### config.mk
export PLATFORM = sky130hd
export DESIGN_NAME = regfile_write_arbiter
export DESIGN_NICKNAME = d
export VERILOG_FILES = /design/src/rtl/regfile_write_arbiter_pkg.sv /design/src/rtl/regfile_write_arbiter_wb_slot.sv /design/src/rtl/regfile_write_arbiter.sv
export SDC_FILE = /design/constraint.sdc
export NUM_CORES = 1
export LEC_CHECK = 0
export CAP_MARGIN = 10
export CORE_ASPECT_RATIO = 1.5
export CORE_UTILIZATION = 45
export DETAILED_ROUTE_END_ITERATION = 8
export PLACE_DENSITY_LB_ADDON = 0.1
export REMOVE_ABC_BUFFERS = 1
export SKIP_CTS_REPAIR_TIMING = 1
export SLEW_MARGIN = 25
export SYNTH_ARGS = -nofsm -noshare
export SYNTH_HDL_FRONTEND = slang
export SYNTH_SLANG_ARGS = --single-unit
### constraint.sdc
create_clock -name clk -period 3.23 [get_ports clk]
set_clock_uncertainty 0.05 [all_clocks]
set_input_delay 0.4845 -clock clk [delete_from_list [all_inputs] [get_ports clk]]
set_output_delay 0.4845 -clock clk [all_outputs]
set_load 0.01 [all_outputs]
### src/rtl/regfile_write_arbiter_pkg.sv
// rtl/regfile_write_arbiter_pkg.sv - shared types and constants for the regfile write arbiter
package regfile_write_arbiter_pkg;

    localparam int RF_ADDR_W = 5;
    localparam int RF_DATA_W = 32;

    typedef enum logic {
        PRIO_ALU = 1'b0,
        PRIO_MEM = 1'b1
    } prio_state_t;

    typedef enum logic {
        EMPTY = 1'b0,
        FULL  = 1'b1
    } slot_state_t;

    typedef struct packed {
        logic [RF_ADDR_W-1:0] addr;
        logic [RF_DATA_W-1:0] data;
    } wb_req_t;

endpackage

### src/rtl/regfile_write_arbiter_wb_slot.sv
// rtl/regfile_write_arbiter_wb_slot.sv - one-entry writeback holding slot with ready logic
module regfile_write_arbiter_wb_slot
    import regfile_write_arbiter_pkg::*;
(
    input  logic    clk,
    input  logic    rst_n,
    input  logic    in_valid,
    input  wb_req_t in_req,
    input  logic    grant,
    output logic    ready,
    output logic    full,
    output logic    load,
    output wb_req_t req
);

    slot_state_t state_q, state_d;
    wb_req_t     req_q, req_d;

    // Handshake and slot FSM: a granted slot can refill in the same cycle;
    // writes to register 0 are accepted but never stored.
    always_comb begin
        ready   = (state_q == EMPTY) || grant;
        load    = in_valid && ready && (in_req.addr != '0);
        state_d = state_q;
        req_d   = req_q;
        if (load) begin
            state_d = FULL;
            req_d   = in_req;
        end else if (grant) begin
            state_d = EMPTY;
        end
    end

    // Slot state and holding register.
    always_ff @(posedge clk or negedge rst_n) begin
        if (!rst_n) begin
            state_q <= EMPTY;
            req_q   <= '0;
        end else begin
            state_q <= state_d;
            req_q   <= req_d;
        end
    end

    assign full = (state_q == FULL);
    assign req  = req_q;

endmodule

### src/rtl/regfile_write_arbiter.sv
// rtl/regfile_write_arbiter.sv - arbitrates ALU and load writebacks onto the single regfile write port
module regfile_write_arbiter
    import regfile_write_arbiter_pkg::*;
#(
    parameter int ADDR_W       = RF_ADDR_W,
    parameter int DATA_W       = RF_DATA_W,
    parameter int STARVE_LIMIT = 4
) (
    input  logic              clk,
    input  logic              rst,
    input  logic              alu_valid,
    output logic              alu_ready,
    input  logic [ADDR_W-1:0] alu_addr,
    input  logic [DATA_W-1:0] alu_data,
    input  logic              mem_valid,
    output logic              mem_ready,
    input  logic [ADDR_W-1:0] mem_addr,
    input  logic [DATA_W-1:0] mem_data,
    output logic [ADDR_W-1:0] rf_wr_addr,
    output logic [DATA_W-1:0] rf_wr_data,
    output logic              rf_wr_en_n,
    input  logic [ADDR_W-1:0] q_addr0,
    input  logic [ADDR_W-1:0] q_addr1,
    output logic              q_pending0,
    output logic              q_pending1,
    output logic              grant_mem
);

    localparam int CNT_W = $clog2(STARVE_LIMIT + 1);
    localparam logic [CNT_W-1:0] CNT_MAX = CNT_W'(STARVE_LIMIT);

    logic    alu_full, mem_full, alu_load, mem_load;
    logic    gnt_alu, gnt_mem, both_full, same_addr;
    wb_req_t alu_req, mem_req;

    prio_state_t       prio_q, prio_d;
    logic [CNT_W-1:0]  starve_cnt_q, starve_cnt_d;
    logic              mem_older_q, mem_older_d;
    logic [ADDR_W-1:0] rf_wr_addr_q, rf_wr_addr_d;
    logic [DATA_W-1:0] rf_wr_data_q, rf_wr_data_d;
    logic              rf_wr_en_n_q, rf_wr_en_n_d;
    logic              grant_mem_q, grant_mem_d;

    regfile_write_arbiter_wb_slot u_alu_slot (
        .clk      (clk),
        .rst_n    (rst),
        .in_valid (alu_valid),
        .in_req   ('{addr: alu_addr, data: alu_data}),
        .grant    (gnt_alu),
        .ready    (alu_ready),
        .full     (alu_full),
        .load     (alu_load),
        .req      (alu_req)
    );

    regfile_write_arbiter_wb_slot u_mem_slot (
        .clk      (clk),
        .rst_n    (rst),
        .in_valid (mem_valid),
        .in_req   ('{addr: mem_addr, data: mem_data}),
        .grant    (gnt_mem),
        .ready    (mem_ready),
        .full     (mem_full),
        .load     (mem_load),
        .req      (mem_req)
    );

    // Grant selection, starvation tracking, age tracking and output-stage next values.
    // Same-address ordering overrides priority so a younger write never lands first.
    always_comb begin
        both_full = alu_full && mem_full;
        same_addr = both_full && (alu_req.addr == mem_req.addr);
        gnt_alu   = 1'b0;
        gnt_mem   = 1'b0;
        if (both_full) begin
            gnt_mem = same_addr ? mem_older_q : (prio_q == PRIO_MEM);
            gnt_alu = !gnt_mem;
        end else begin
            gnt_alu = alu_full;
            gnt_mem = mem_full;
        end

        starve_cnt_d = '0;
        if (mem_full && gnt_alu) begin
            starve_cnt_d = (starve_cnt_q == CNT_MAX) ? starve_cnt_q : starve_cnt_q + 1'b1;
        end
        prio_d = (starve_cnt_d == CNT_MAX) ? PRIO_MEM : PRIO_ALU;

        // An ALU load alone or together with a mem load makes mem the older entry.
        mem_older_d = mem_older_q;
        if (alu_load) begin
            mem_older_d = 1'b1;
        end else if (mem_load) begin
            mem_older_d = 1'b0;
        end

        rf_wr_en_n_d = !(gnt_alu || gnt_mem);
        rf_wr_addr_d = rf_wr_addr_q;
        rf_wr_data_d = rf_wr_data_q;
        grant_mem_d  = grant_mem_q;
        if (gnt_mem) begin
            rf_wr_addr_d = mem_req.addr;
            rf_wr_data_d = mem_req.data;
            grant_mem_d  = 1'b1;
        end else if (gnt_alu) begin
            rf_wr_addr_d = alu_req.addr;
            rf_wr_data_d = alu_req.data;
            grant_mem_d  = 1'b0;
        end
    end

    // Arbiter state and registered write port.
    always_ff @(posedge clk or negedge rst) begin
        if (!rst) begin
            prio_q       <= PRIO_ALU;
            starve_cnt_q <= '0;
            mem_older_q  <= 1'b0;
            rf_wr_addr_q <= '0;
            rf_wr_data_q <= '0;
            rf_wr_en_n_q <= 1'b1;
            grant_mem_q  <= 1'b0;
        end else begin
            prio_q       <= prio_d;
            starve_cnt_q <= starve_cnt_d;
            mem_older_q  <= mem_older_d;
            rf_wr_addr_q <= rf_wr_addr_d;
            rf_wr_data_q <= rf_wr_data_d;
            rf_wr_en_n_q <= rf_wr_en_n_d;
            grant_mem_q  <= grant_mem_d;
        end
    end

    // Pending lookup covers both holding slots and the write currently on the port.
    always_comb begin
        q_pending0 = (q_addr0 != '0) &&
                     ((alu_full && (alu_req.addr == q_addr0)) ||
                      (mem_full && (mem_req.addr == q_addr0)) ||
                      (!rf_wr_en_n_q && (rf_wr_addr_q == q_addr0)));
        q_pending1 = (q_addr1 != '0) &&
                     ((alu_full && (alu_req.addr == q_addr1)) ||
                      (mem_full && (mem_req.addr == q_addr1)) ||
                      (!rf_wr_en_n_q && (rf_wr_addr_q == q_addr1)));
    end

    assign rf_wr_addr = rf_wr_addr_q;
    assign rf_wr_data = rf_wr_data_q;
    assign rf_wr_en_n = rf_wr_en_n_q;
    assign grant_mem  = grant_mem_q;

endmodule

==> impl_metrics.ini, run 1 <==
[routing]
drt-initial-drc-count = 231
wl_um = 14700
dr.pass1.iters = 4
vias = 4280
drc = 0
wl_per_cell_um = 19.0
ant_nets = 0
via_per_inst = 5.55

[clock_tree]
htree_levels = 4
clock_sinks = 120
cts_tree = yes
clkTransAtPathRegs_ps = 60
cts.path.max_buffers = 2
cts-buffers-inserted = 17
clk_latency_ps = 400
root_buffer = clkbuf_16

[finish]
multi_input_area_mm2 = 0.00234
area_delta_synth_final_pct = 37.8
final_cell_mix = 129 x clkdlybuf4s50_1, 119 x dfrtp_1, 38 x o21ai_0, 38 x nor2_1
drive_gt1_frac = 0.178
nets = 695
final_cells = 771
mostFrequentLayoutCell = clkdlybuf4s50_1
diodes = 0
num-fill-cells = 1000
fin_util = 0.638
regArea_mm2 = 0.00300

[global_route]
grt_pass1_wl_um = 23200
antenna_found_initial = 0
grt_use_total = 0.244
grt_overflow = 0
grt_pass1_vias = 4533
grt_max_degree = 62

[timing]
rsz0062_at_grt = false
fin_crit_sh = 0.949
relSlewSlack = 0.378
tightest_slew_ps = 928
maxSlewViolCount = 0
min_period_ps = 3070
hold_viol = 0
fin_tns_setup_ps = 0
whs_ps = 103
setup_violations = 0
clock.fmax_ghz = 0.326

[floorplan]
dieHeight_um = 138
die_width_um = 92.5
rows = 49
die_area_mm2 = 0.0128
core_area_mm2 = 0.0120
io_pins = 131
initial_core_util = 0.463

[setup_path]
crit_fanout = 34
worst_setup_path_end_kind = output pin
regToRegSetupSlack_ps = 310
rr_startpoint = u_alu_slot.req[33]
critPathLaunchType = flop
required_ps = 2700
reg2reg_to = u_alu_slot.req[14]
critPathArrivalTime_ps = 2530
reg2regPathDepth = 6
crit_type = reg2out

[synth]
syn_area_per_cell_um2 = 11.7
yosysSeqAreaShare = 0.543
ys_warn_count = 0
synth_area_mm2 = 0.00553
ys_ff_latch = 120
yosysUniqueCellTypes = 41
syn_inst = 472

[run_status]
status = finished clean

[power_and_ir_drop]
ir_drop_mv = 0.371
powerDensity_mw_per_mm2 = 647
leakage_uw = 0.00314
finalPower_uw = 4930

[placement]
place_hpwl_um = 9840
portBuffers = 130
gp_congestion = 0.846
dp.cells = 739

[min_path]
hold_class = in2async

[job]
cap_violations = 0
worst max path at each step:
| stage | start | to | slack, ps | cells after the start |
|---|---|---|---|---|
| 2_1_floorplan | u_alu_slot.req[33] | u_mem_slot.req[0] | -570 | 5 |
| 3_3_place_gp | alu_addr[0] | u_alu_slot.req[29] | 280 | 6 |
| 3_5_place_dp | alu_addr[0] | u_alu_slot.req[14] | 260 | 6 |
| 4_1_cts | u_alu_slot.req[33] | alu_ready | 120 | 6 |
| 5_1_grt | u_alu_slot.req[33] | alu_ready | 30 | 6 |
| 6_report | u_alu_slot.req[33] | alu_ready | 160 | 6 |
kinds of logic (layout without fill, tap and decap cells):
group | after synthesis | after routing | share of synthesized area
AOI/OAI and AO/OA | 123 | 123 | 0.126
adders and majority gates | 2 | 2 | 0.00452
xor gates and xnor gates | 35 | 35 | 0.0554
and+or+nand+nor | 76 | 76 | 0.0640
muxes | 77 | 77 | 0.168
DFF | 120 | 120 | 0.543
buffers and inverters | 39 | 185 | 0.0389
final cells by class:
| class | instances | share of cell area |
|---|---|---|
| Sequential cell | 120 | 0.394 |
| Multi-Input combinational cell | 313 | 0.307 |
| Timing Repair Buffer | 147 | 0.190 |
| Clock buffer | 20 | 0.0573 |
| Tap cell | 153 | 0.0251 |
| Clock inverter | 12 | 0.0230 |
| Inverter | 6 | 0.00295 |
stage by stage:
| step | setup WS (ps) | area (µm²) |
|---|---|---|
| 6_report | 164 | 7620 |
| 5_1_grt | 25.3 | 7620 |
| 4_1_cts | 125 | 7620 |
| 3_5_place_dp | 261 | 7010 |
| 3_3_place_gp | 281 | 7010 |
| 2_1_floorplan | -567 | 5340 |
state kept, by name (all words and copies together) (netlist names):
register,count
u_alu_slot.full,1
u_mem_slot.full,1
prio_q,1
u_alu_slot.req,37
rf_wr_addr,5
rf_wr_en_n,1
u_mem_slot.req,37
rf_wr_data,32
starve_cnt_q,3
grant_mem,1
mem_older_q,1
report_power, final:
group	leakage, µW	switching (µW)	internal (µW)
clock	0.000290	665	1290
sequential	0.00141	172	1760
combinational	0.00144	453	598
total	0.00314	1290	3640
critical path, cell delays in order (launching register included):
cell and delay (ps):
dfrtp_1 440, xnor2_1 230, nand4_1 180, nor2_2 220
buf_4 380, a31oi_1 150, clkdlybuf4s50_1 530
cell usage after synthesis:
library cell,number,area share
dfrtp_1,119,0.54
nor2_1,39,0.026
o21ai_0,38,0.034
a21oi_1,37,0.033
a31oi_1,36,0.041
mux2_2,36,0.073
clkbuf_1,21,0.014
mux2_1,18,0.037
mux2_4,18,0.049
xor2_1,18,0.028
xnor2_1,17,0.027
nand2_1,9,0.0061
buf_6,5,0.010
inv_1,5,0.0034
mux2i_1,5,0.0090
nand3_1,5,0.0045
buf_2,4,0.0036
nor4_1,4,0.0045
or4_1,4,0.0054
and2_1,3,0.0034
nand4_1,3,0.0034
nor3_1,3,0.0027
o21ai_1,3,0.0027
a21o_1,2,0.0027
buf_8,2,0.0054
ha_1,2,0.0045
or2_2,2,0.0023
a21boi_2,1,0.0020
a311oi_2,1,0.0027
a32o_1,1,0.0018
and4_1,1,0.0016
buf_4,1,0.0014
clkinv_1,1,0.00068
dfstp_2,1,0.0047
nand2_2,1,0.0011
nand2b_1,1,0.0011
nor3b_1,1,0.0014
o21a_1,1,0.0014
o21bai_1,1,0.0014
o2bb2ai_1,1,0.0016
o311ai_0,1,0.0016
routing by layer:
metal / vias up / track usage / wire length, µm
li1: 1950 / - / -
met2: 160 / 0.433 / 7680
met4: 0 / 0.0998 / 384
met1: 2143 / 0.285 / 5850
met5: - / 0 / 0
met3: 27 / 0.0530 / 764
(Power assumes the default switching activity.)
==> inputs of run 2 (changes only) <==
--- a/config.mk
+++ b/config.mk
@@ -12,7 +12,6 @@
 export PLACE_DENSITY_LB_ADDON = 0.1
 export REMOVE_ABC_BUFFERS = 1
 export SKIP_CTS_REPAIR_TIMING = 1
-export SLEW_MARGIN = 25
 export SYNTH_ARGS = -nofsm -noshare
 export SYNTH_HDL_FRONTEND = slang
 export SYNTH_SLANG_ARGS = --single-unit
==> results of run 2 <==
The final DEF is identical to that of run 1; final timing and power are the same.
==> inputs of run 3 (changes only) <==
--- a/config.mk
+++ b/config.mk
@@ -7,7 +7,7 @@
 export LEC_CHECK = 0
 export CAP_MARGIN = 10
 export CORE_ASPECT_RATIO = 1.5
-export CORE_UTILIZATION = 45
+export CORE_UTILIZATION = 54
 export DETAILED_ROUTE_END_ITERATION = 8
 export PLACE_DENSITY_LB_ADDON = 0.1
 export REMOVE_ABC_BUFFERS = 1
==> run 3 against run 2 <==
Net effect:
- the flow now finishes with violations (DRC, hold timing)
- critical path type unchanged
- sequential share of layout area increased by 0.18 points
- sequential cell count unchanged
- non-clock buffer count shrank 5
==> impl_metrics.ini, run 3 (synthesized netlist as in run 1, its figures left out) <==
[run_status]
status = complete, but fails checks
violations = DRC, hold timing

[timing]
fin_crit_sh = 0.974
rsz0062_at_grt = false
worst_slack_ps = 84.4
relSlewSlack = 0.424
maxSlewViolCount = 0
hold_viol = 5
whs_ps = -6.51
setup_violations = 0
min_period_ps = 3150
tightest_slew_ps = 859
clock.fmax_ghz = 0.318

[routing]
drc = 8
vias = 4390
ant_nets = 0
via_per_inst = 6.03
wl_um = 14700
dr.pass1.iters = 7
wl_per_cell_um = 20.2
drt-initial-drc-count = 236

[placement]
portBuffers = 130
dp.cells = 696
place_area_mm2 = 0.00693
place_hpwl_um = 9290
dp_slack_ps = 250
gp_congestion = 0.895

[setup_path]
crit_fanout = 34
critPathArrivalTime_ps = 2610
required_ps = 2700
cp_slowest_cell = clkdlybuf4s50_1
critPathLaunchType = flop
cp_top_family = buffers and inverters
slowest_delay_ps = 530
worst_setup_path_end_kind = output pin
crit_type = reg2out
cp_num_buf_inv = 2
path_cells = xnor2_1 -> nand4_1 -> nor2_2 -> buf_6 -> a31oi_1 -> clkdlybuf4s50_1

[finish]
nets = 690
area_delta_synth_final_pct = 37.2
fin_area_mm2 = 0.00759
drive_gt1_frac = 0.175
diodes = 0
mostFrequentLayoutCell = clkdlybuf4s50_1
final_cell_mix = 129 x clkdlybuf4s50_1, 119 x dfrtp_1, 38 x nor2_1
fin_util = 0.775
final_cells = 728

[floorplan]
core_area_mm2 = 0.00980
initial_core_util = 0.565
die_area_mm2 = 0.0107
rows = 44
dieHeight_um = 126
die_width_um = 84.6
io_pins = 131

[clock_tree]
root_buffer = clkbuf_16
htree_levels = 4
clkTransAtPathRegs_ps = 60
clk_latency_ps = 410
cts.path.max_buffers = 2
clock_sinks = 120
cts-buffers-inserted = 17
cts_tree = yes

[global_route]
grt_use_total = 0.294
grt_pass1_wl_um = 24000
grt_pass1_vias = 4766
antenna_found_initial = 0
grt_max_degree = 82
grt_overflow = 0

[min_path]
hold_class = in2async

[power_and_ir_drop]
powerDensity_mw_per_mm2 = 666
leakage_uw = 0.00315
ir_drop_mv = 0.453

[job]
cap_violations = 0
-- run 3: final cells by class --
class | instances | area, µm²
Clock buffer | 21 | 460
Clock inverter | 11 | 194
Fill cell | 646 | 2210
Inverter | 6 | 22.5
Multi-Input combinational cell | 313 | 2350
Sequential cell | 120 | 3000
Tap cell | 115 | 144
Timing Repair Buffer | 142 | 1420
-- run 3: final timing paths --
check / endpoint / slack [ps] / cells after the start / startpoint
min reg2reg: u_alu_slot.req[13] / 440 / 1 / u_alu_slot.req[13]
min in group clk: u_alu_slot.req[13] / 440 / 1 / u_alu_slot.req[13]
max in group asynchronous: rf_wr_en_n / 2300 / 2 / rst
max: alu_ready / 80 / 6 / u_alu_slot.req[32]
max reg2reg: u_alu_slot.req[15] / 350 / 6 / u_alu_slot.req[32]
min: u_mem_slot.req[22] / -7 / 1 / rst
-- run 3: through the flow --
stage	hold slack, ps	TNS, ps	power [µW]
floorplan	139	-22820	2440
global placement	416	0	2950
detailed placement	425	0	2990
CTS	13.8	0	5080
global route	23.4	0	5260
finish	-6.51	0	5060
-- run 3: layer usage --
layer / global-route usage / wire length, µm
met2: 0.516 / 7890
met5: 0 / 0
met1: 0.345 / 5420
met4: 0.129 / 398
met3: 0.0636 / 991
-- run 3: power by group --
group / leakage [µW] / switching [µW] / total (µW) / internal (µW)
clock: 0.000318 / 665 / 2080 / 1410
combinational: 0.00142 / 452 / 1040 / 589
sequential: 0.00141 / 182 / 1940 / 1760
